`src/rtl/pool_pkg.sv`:
```
// Shared types and helpers for the 2x2 pooling window feeder.
package pool_pkg;

  localparam int DATA_W_DEF = 16;

  typedef logic [DATA_W_DEF-1:0] pixel_t;

  typedef enum logic {
    FILL = 1'b0,
    PAIR = 1'b1
  } fsm_state_t;

  // Index width for a counter or address spanning n entries; never below 1 bit.
  function automatic int idx_w(input int n);
    return (n > 1) ? $clog2(n) : 1;
  endfunction

endpackage

```
`src/rtl/pool_line_buf.sv`:
```
// One-row line buffer: single synchronous write port, two combinational read ports.
// Contents are deliberately not reset; every entry is rewritten before it is read.
module pool_line_buf
  import pool_pkg::*;
#(
  parameter int DEPTH  = 28,
  parameter int DATA_W = DATA_W_DEF,
  parameter int ADDR_W = idx_w(DEPTH)
) (
  input  logic              clk,
  input  logic              wr_en,
  input  logic [ADDR_W-1:0] wr_addr,
  input  logic [DATA_W-1:0] wr_data,
  input  logic [ADDR_W-1:0] rd_addr_a,
  input  logic [ADDR_W-1:0] rd_addr_b,
  output logic [DATA_W-1:0] rd_data_a,
  output logic [DATA_W-1:0] rd_data_b
);

  logic [DATA_W-1:0] mem [DEPTH];

  always_ff @(posedge clk) begin
    if (wr_en) begin
      mem[wr_addr] <= wr_data;
    end
  end

  assign rd_data_a = mem[rd_addr_a];
  assign rd_data_b = mem[rd_addr_b];

endmodule

```
`src/rtl/pool_window_feeder.sv`:
```
// Turns a raster pixel stream into registered 2x2 windows for the pooling stage.
// Optional macro POOL_FEED_FRAME_CHK_EN adds a sticky in_last/frame alignment check (frame_err).
module pool_window_feeder
  import pool_pkg::*;
#(
  parameter int IMG_W  = 28,
  parameter int IMG_H  = 28,
  parameter int DATA_W = DATA_W_DEF
) (
  input  logic              clk,
  input  logic              rst_n,
  input  logic              in_valid,
  output logic              in_ready,
  input  logic [DATA_W-1:0] in_pixel,
  input  logic              in_last,
  output logic              win_valid,
  input  logic              win_ready,
  output logic [DATA_W-1:0] win_00,
  output logic [DATA_W-1:0] win_01,
  output logic [DATA_W-1:0] win_10,
  output logic [DATA_W-1:0] win_11,
  output logic              win_last
`ifdef POOL_FEED_FRAME_CHK_EN
  ,
  output logic              frame_err
`endif
);

  localparam int COL_W = idx_w(IMG_W);
  localparam int ROW_W = idx_w(IMG_H);
  localparam logic [COL_W-1:0] COL_LAST = COL_W'(IMG_W - 1);
  localparam logic [ROW_W-1:0] ROW_LAST = ROW_W'(IMG_H - 1);

  fsm_state_t        state_q, state_d;
  logic [COL_W-1:0]  col_q;
  logic [ROW_W-1:0]  row_q;
  logic [DATA_W-1:0] hold_q;
  logic [DATA_W-1:0] lb_prev, lb_cur;
  logic              in_xfer, win_xfer;
  logic              lb_we, hold_we, load_win;
  logic              row_end, frame_end;

  assign in_xfer   = in_valid && in_ready;
  assign win_xfer  = win_valid && win_ready;
  assign row_end   = (col_q == COL_LAST);
  assign frame_end = row_end && (row_q == ROW_LAST);

  pool_line_buf #(
    .DEPTH  (IMG_W),
    .DATA_W (DATA_W),
    .ADDR_W (COL_W)
  ) u_line_buf (
    .clk       (clk),
    .wr_en     (lb_we),
    .wr_addr   (col_q),
    .wr_data   (in_pixel),
    .rd_addr_a (col_q - COL_W'(1)),
    .rd_addr_b (col_q),
    .rd_data_a (lb_prev),
    .rd_data_b (lb_cur)
  );

  always_ff @(posedge clk or negedge rst_n) begin
    if (!rst_n) begin
      state_q <= FILL;
    end else begin
      state_q <= state_d;
    end
  end

  // Only the odd column of an odd row completes a window, so only that pixel can stall.
  always_comb begin
    state_d  = state_q;
    in_ready = 1'b1;
    lb_we    = 1'b0;
    hold_we  = 1'b0;
    load_win = 1'b0;
    case (state_q)
      FILL: begin
        lb_we = in_valid;
        if (in_valid && row_end) begin
          state_d = PAIR;
        end
      end
      PAIR: begin
        if (col_q[0]) begin
          in_ready = !win_valid || win_ready;
          load_win = in_valid && in_ready;
        end else begin
          hold_we = in_valid;
        end
        if (in_valid && in_ready && row_end) begin
          state_d = FILL;
        end
      end
      default: state_d = FILL;
    endcase
  end

  always_ff @(posedge clk or negedge rst_n) begin
    if (!rst_n) begin
      col_q <= '0;
      row_q <= '0;
    end else if (in_xfer) begin
      if (row_end) begin
        col_q <= '0;
        row_q <= (row_q == ROW_LAST) ? '0 : row_q + ROW_W'(1);
      end else begin
        col_q <= col_q + COL_W'(1);
      end
    end
  end

  always_ff @(posedge clk or negedge rst_n) begin
    if (!rst_n) begin
      hold_q <= '0;
    end else if (hold_we) begin
      hold_q <= in_pixel;
    end
  end

  // A load takes priority over a consume, so a window can be replaced without a bubble.
  always_ff @(posedge clk or negedge rst_n) begin
    if (!rst_n) begin
      win_valid <= 1'b0;
      win_last  <= 1'b0;
      win_00    <= '0;
      win_01    <= '0;
      win_10    <= '0;
      win_11    <= '0;
    end else if (load_win) begin
      win_valid <= 1'b1;
      win_last  <= frame_end;
      win_00    <= lb_prev;
      win_01    <= lb_cur;
      win_10    <= hold_q;
      win_11    <= in_pixel;
    end else if (win_xfer) begin
      win_valid <= 1'b0;
      win_last  <= 1'b0;
    end
  end

`ifdef POOL_FEED_FRAME_CHK_EN
  always_ff @(posedge clk or negedge rst_n) begin
    if (!rst_n) begin
      frame_err <= 1'b0;
    end else if (in_xfer && (in_last != frame_end)) begin
      frame_err <= 1'b1;
    end
  end
`else
  logic unused_in_last;
  assign unused_in_last = in_last;
`endif

endmodule

```
`config.mk`:
```
export PLATFORM = sky130hd
export DESIGN_NAME = pool_window_feeder
export DESIGN_NICKNAME = d
export VERILOG_FILES = /design/src/rtl/pool_pkg.sv /design/src/rtl/pool_line_buf.sv /design/src/rtl/pool_window_feeder.sv
export SDC_FILE = /design/constraint.sdc
export NUM_CORES = 1
export LEC_CHECK = 0
export CAP_MARGIN = 10
export CORE_ASPECT_RATIO = 1.25
export CORE_MARGIN = 2
export CORE_UTILIZATION = 23
export CTS_CLUSTER_DIAMETER = 80
export DETAILED_ROUTE_END_ITERATION = 16
export HOLD_SLACK_MARGIN = 0.12
export MAX_ROUTING_LAYER = met4
export SLEW_MARGIN = 20
export SYNTH_ARGS = -nofsm -noshare
export SYNTH_HDL_FRONTEND = slang
export SYNTH_SLANG_ARGS = --single-unit
```
`constraint.sdc`:
```
create_clock -name clk -period 9.54 [get_ports clk]
set_input_delay 0.954 -clock clk [delete_from_list [all_inputs] [get_ports clk]]
set_output_delay 0.954 -clock clk [all_outputs]
set_load 0.02 [all_outputs]
```
==> results by group <==
STA
  • Achievable frequency: between 200 and 250 MHz
  • RSZ-0062 raised after global routing: false
  • Setup violators final: 0
  • Fin crit period: about 4.3 ns
  • Fin. max-slew vios: 0
  • Setup TNS: 0 ns
  • Worst Max-Slew Pin Slew: between 1 and 1.5 ns
  • Clock Skews: ~0.025 ns
  • Fin. Hold Viols: 0
  • Final Hold Slack: around 0.30 ns
  • Relative slew margins: between 20% and 30%
  • Final period util: a little under half

Drt
  • Max layer used: met4
  • WL final: 72.0 mm
  • Met2 wire length: approximately 37 mm
  • Via count: approximately 14,000
  • Met3 routed WL: roughly 4.6 mm
  • Routed wire per std cell: ~24 um
  • Vias per cell: around 4.8
  • Final ANT Viol Nets: 0
  • First-iteration detailed-routing DRC count: ~1,300
  • Detailed Routing Iterations Pass 1: 7
  • DRC: 0
  • Met1 WL: between 20 and 30 mm

Power
  • PD cells: approximately 290 nW/um^2
  • Sw Pwr: between 2 and 3 mW
  • P_int: around 5.3 mW
  • Clock share of power: 25.0%
  • VDD IR max: 0.204 mV
  • Reg power frac: between 30 and 40%
  • Comb power frac: 38.5%
  • Switch share: 36.0%
  • Static Leak: ~9.5 nW

Worst hold path
  • Worst hold path class: in2async

Finish
  • Storage element area: around 16,000 um^2
  • # fillers: 10,600
  • Synth-to-layout area growth: 17.6%
  • Post-layout util: between 20% and 30%
  • Layout cells sized above 1: a little over a quarter
  • Nets@finish: ~1,600
  • Area of the multi-input gates: slightly above 8000 um^2

Global route
  • Largest net degree at the start of global routing: 79
  • Total track usage: roughly 13%
  • Number of global-route vias before repair: 14,800
  • Initial antenna violation count: 5
  • Global-route wire length before repair: approximately 100 mm
  • Congestion Overflow GR: 0

Synth
  • FFs w/ async S/R, synth: roughly 17%
  • Mapped Avg Cell Area: 17.0 um^2
  • Largest family of logic cells by synthesized area: multiplexers
  • Post-Syn Area: 24,400 um^2
  • Post-Synth Simple-Gate Area: 5.55%
  • Largest cells by area after synthesis: edfxtp_1 55%, mux4_2 18%, dfrtp_1 9.5%
  • Yosys top cell area share: between 50% and 60%
  • Post-synthesis compound-gate area fraction: 4.39%
  • Number of flops mapped to enable cells by yosys: 448
  • Ys Warns: 0
  • Post-synthesis cell type count: 51
  • Proportion of synthesized area in mux cells: a little under a quarter
  • XOR/XNOR Fraction of Synth Area: 0.144%
  • Leading area contributor after synthesis: edfxtp_1
  • Top FF cell, synth: edfxtp_1
  • Synth Instances: 1,438
  • Post-Synth Adder-Cell Area: less than 1%
  • Register area share after synthesis: approximately two thirds
  • Yosys reg bits: about 540
  • Syn_nets: between 1,000 and 1,500

Floorplanning
  • Core Box Area: around 110,000 um^2
  • # rows: approximately 130
  • Initial Utilization: 23.2%
  • Die H: about 370 um
  • Chip width: 295 um
  • Die area: ~110,000 um^2
  • Io pins: approximately 90

Clock network
  • Clock-pin slew on the worst setup and hold paths: 0.07 ns
  • Clk_lat worst skew: 0.60 ns
  • CTS resizes: 0
  • CTS tree: built
  • CTS Sinks: 541
  • Setup bufs post-CTS: 0
  • CTS Buf Count: 51
  • Clock buffer depth: 3
  • Clk root buf: clkbuf_16
  • H-tree depth: 2
  • Post-CTS Hold Buffers: 0

Outcome
  • Outcome: finished, final reports clean

Critical path
  • Largest stage delay on the critical path: just over 0.9 ns
  • Worst-path fanout max: 64
  • Worst EP required: 9.99 ns
  • CP Capture Type: flop
  • Crit path DAT: 4.79 ns
  • CP Buf/Inv Count: 2
  • Delay-heaviest family, CP: buffers and inverters
  • CP startpoint kind: flop
  • CP Cell Sequence: inv_1 > ha_4 > buf_4 > mux4_2 > mux2_2 > o221ai_1 > nand2_1
  • Critical path class: reg2reg
  • Slowest CP cell: buf_4

Placement
  • Port buffer count: 86
  • GPL Wtd Cong: roughly 0.8
  • DP Wirelength: 44.6 mm

Job
  • Max_cap viols: 0
## worst paths after layout
path,cells after the start,slack [ns],endpoint,from
setup / recovery,7,5.20,win_00[9],col_q[1]
hold / removal,1,0.30,win_00[6],rst_n
setup reg to reg,7,5.20,win_00[9],col_q[1]
hold reg to reg,2,0.46,win_10[11],hold_q[11]
max in group asynchronous,2,7.89,col_q[1],rst_n
min in group clk,2,0.46,win_10[11],hold_q[11]
## state kept, by name (all words and copies together) (netlist names)
signal and cells:
col_q 5, hold_q 16, row_q 5, state_q 1, u_line_buf.mem 448, win_00 16
win_01 16, win_10 16, win_11 16, win_last 1, win_valid 1
## placed cells by master (no fill, tap or decap), drive strengths merged, types with 5 or more instances in the layout
cell             n
dfrtp           93
buf             62
nand3           26
a31oi           32
mux4           192
inv              8
mux2i           54
o31ai            5
a21oi           20
a221oi           8
o32a            10
diode            5
nand2          213
clkbuf          73
clkinv          15
o2111ai         10
o22ai           11
mux2            56
edfxtp         448
nor3             9
ha               5
nor2            50
o21ai           28
nand2b           8
clkdlybuf4s50   78
o221ai          20
## area by class of cell
cell class / count / share of cell area, %
sequential: 541 / 55.0
multi-input combinational: 790 / 28.4
tap: 1417 / 6.18
clock buffer: 73 / 5.30
timing repair buffer: 140 / 4.31
clock inverter: 23 / 0.659
antenna: 5 / 0.0436
inverter: 3 / 0.0393
## stage by stage
| step | setup slack, ns | power [mW] | cell area [um^2] | cells |
|---|---|---|---|---|
| 2_1_floorplan | 6.30 | 5.01 | 24400 | 1438 |
| 5_1_grt | 5.11 | 8.58 | 28700 | 2991 |
| 3_5_place_dp | 5.25 | 6.26 | 27000 | 2891 |
| 3_3_place_gp | 5.27 | 6.21 | 27000 | 2890 |
| 6_report | 5.20 | 8.24 | 28700 | 2992 |
| 4_1_cts | 5.21 | 8.31 | 28700 | 2987 |
## cells by family after synthesis
family,count (synthesis)
flip-flops,541
AND/OR/NAND/NOR,324
multiplexers,302
AO/OA/AOI/OAI,155
buffers and inverters,107
adder cells (fa/ha/maj),5
XOR/XNOR,4
## per-layer routing
metal	global-route usage, %	vias to the layer above
met5	-	-
met4	6.43	0
met3	2.28	146
met2	22.8	565
met1	15.3	7618
li1	-	5974
## power by group through the flow
stage                     clock network [mW]  registers [mW]  logic (mW)
after floorplan                            0            3.12        1.89
after global placement                     0            3.05        3.16
after detailed placement                   0            3.06        3.19
after CTS                               2.10            3.01        3.20
after global routing                    2.19            3.04        3.35
final                                   2.06            3.01        3.17
## synthesized netlist by cell type, types with 5 or more instances
cell / n
a21oi_1: 20
a221oi_1: 8
a31oi_1: 32
buf_1: 8
buf_2: 31
buf_4: 18
buf_6: 11
clkbuf_1: 35
dfrtp_1: 93
edfxtp_1: 448
ha_1: 5
mux2_2: 53
mux2i_1: 54
mux4_2: 192
nand2_1: 213
nand2b_1: 8
nand3_1: 26
nor2_1: 49
nor3_1: 9
o2111ai_1: 10
o21ai_0: 28
o221ai_1: 20
o22ai_1: 11
o32a_1: 10
No activity file was read; power rests on OpenSTA's default activity.
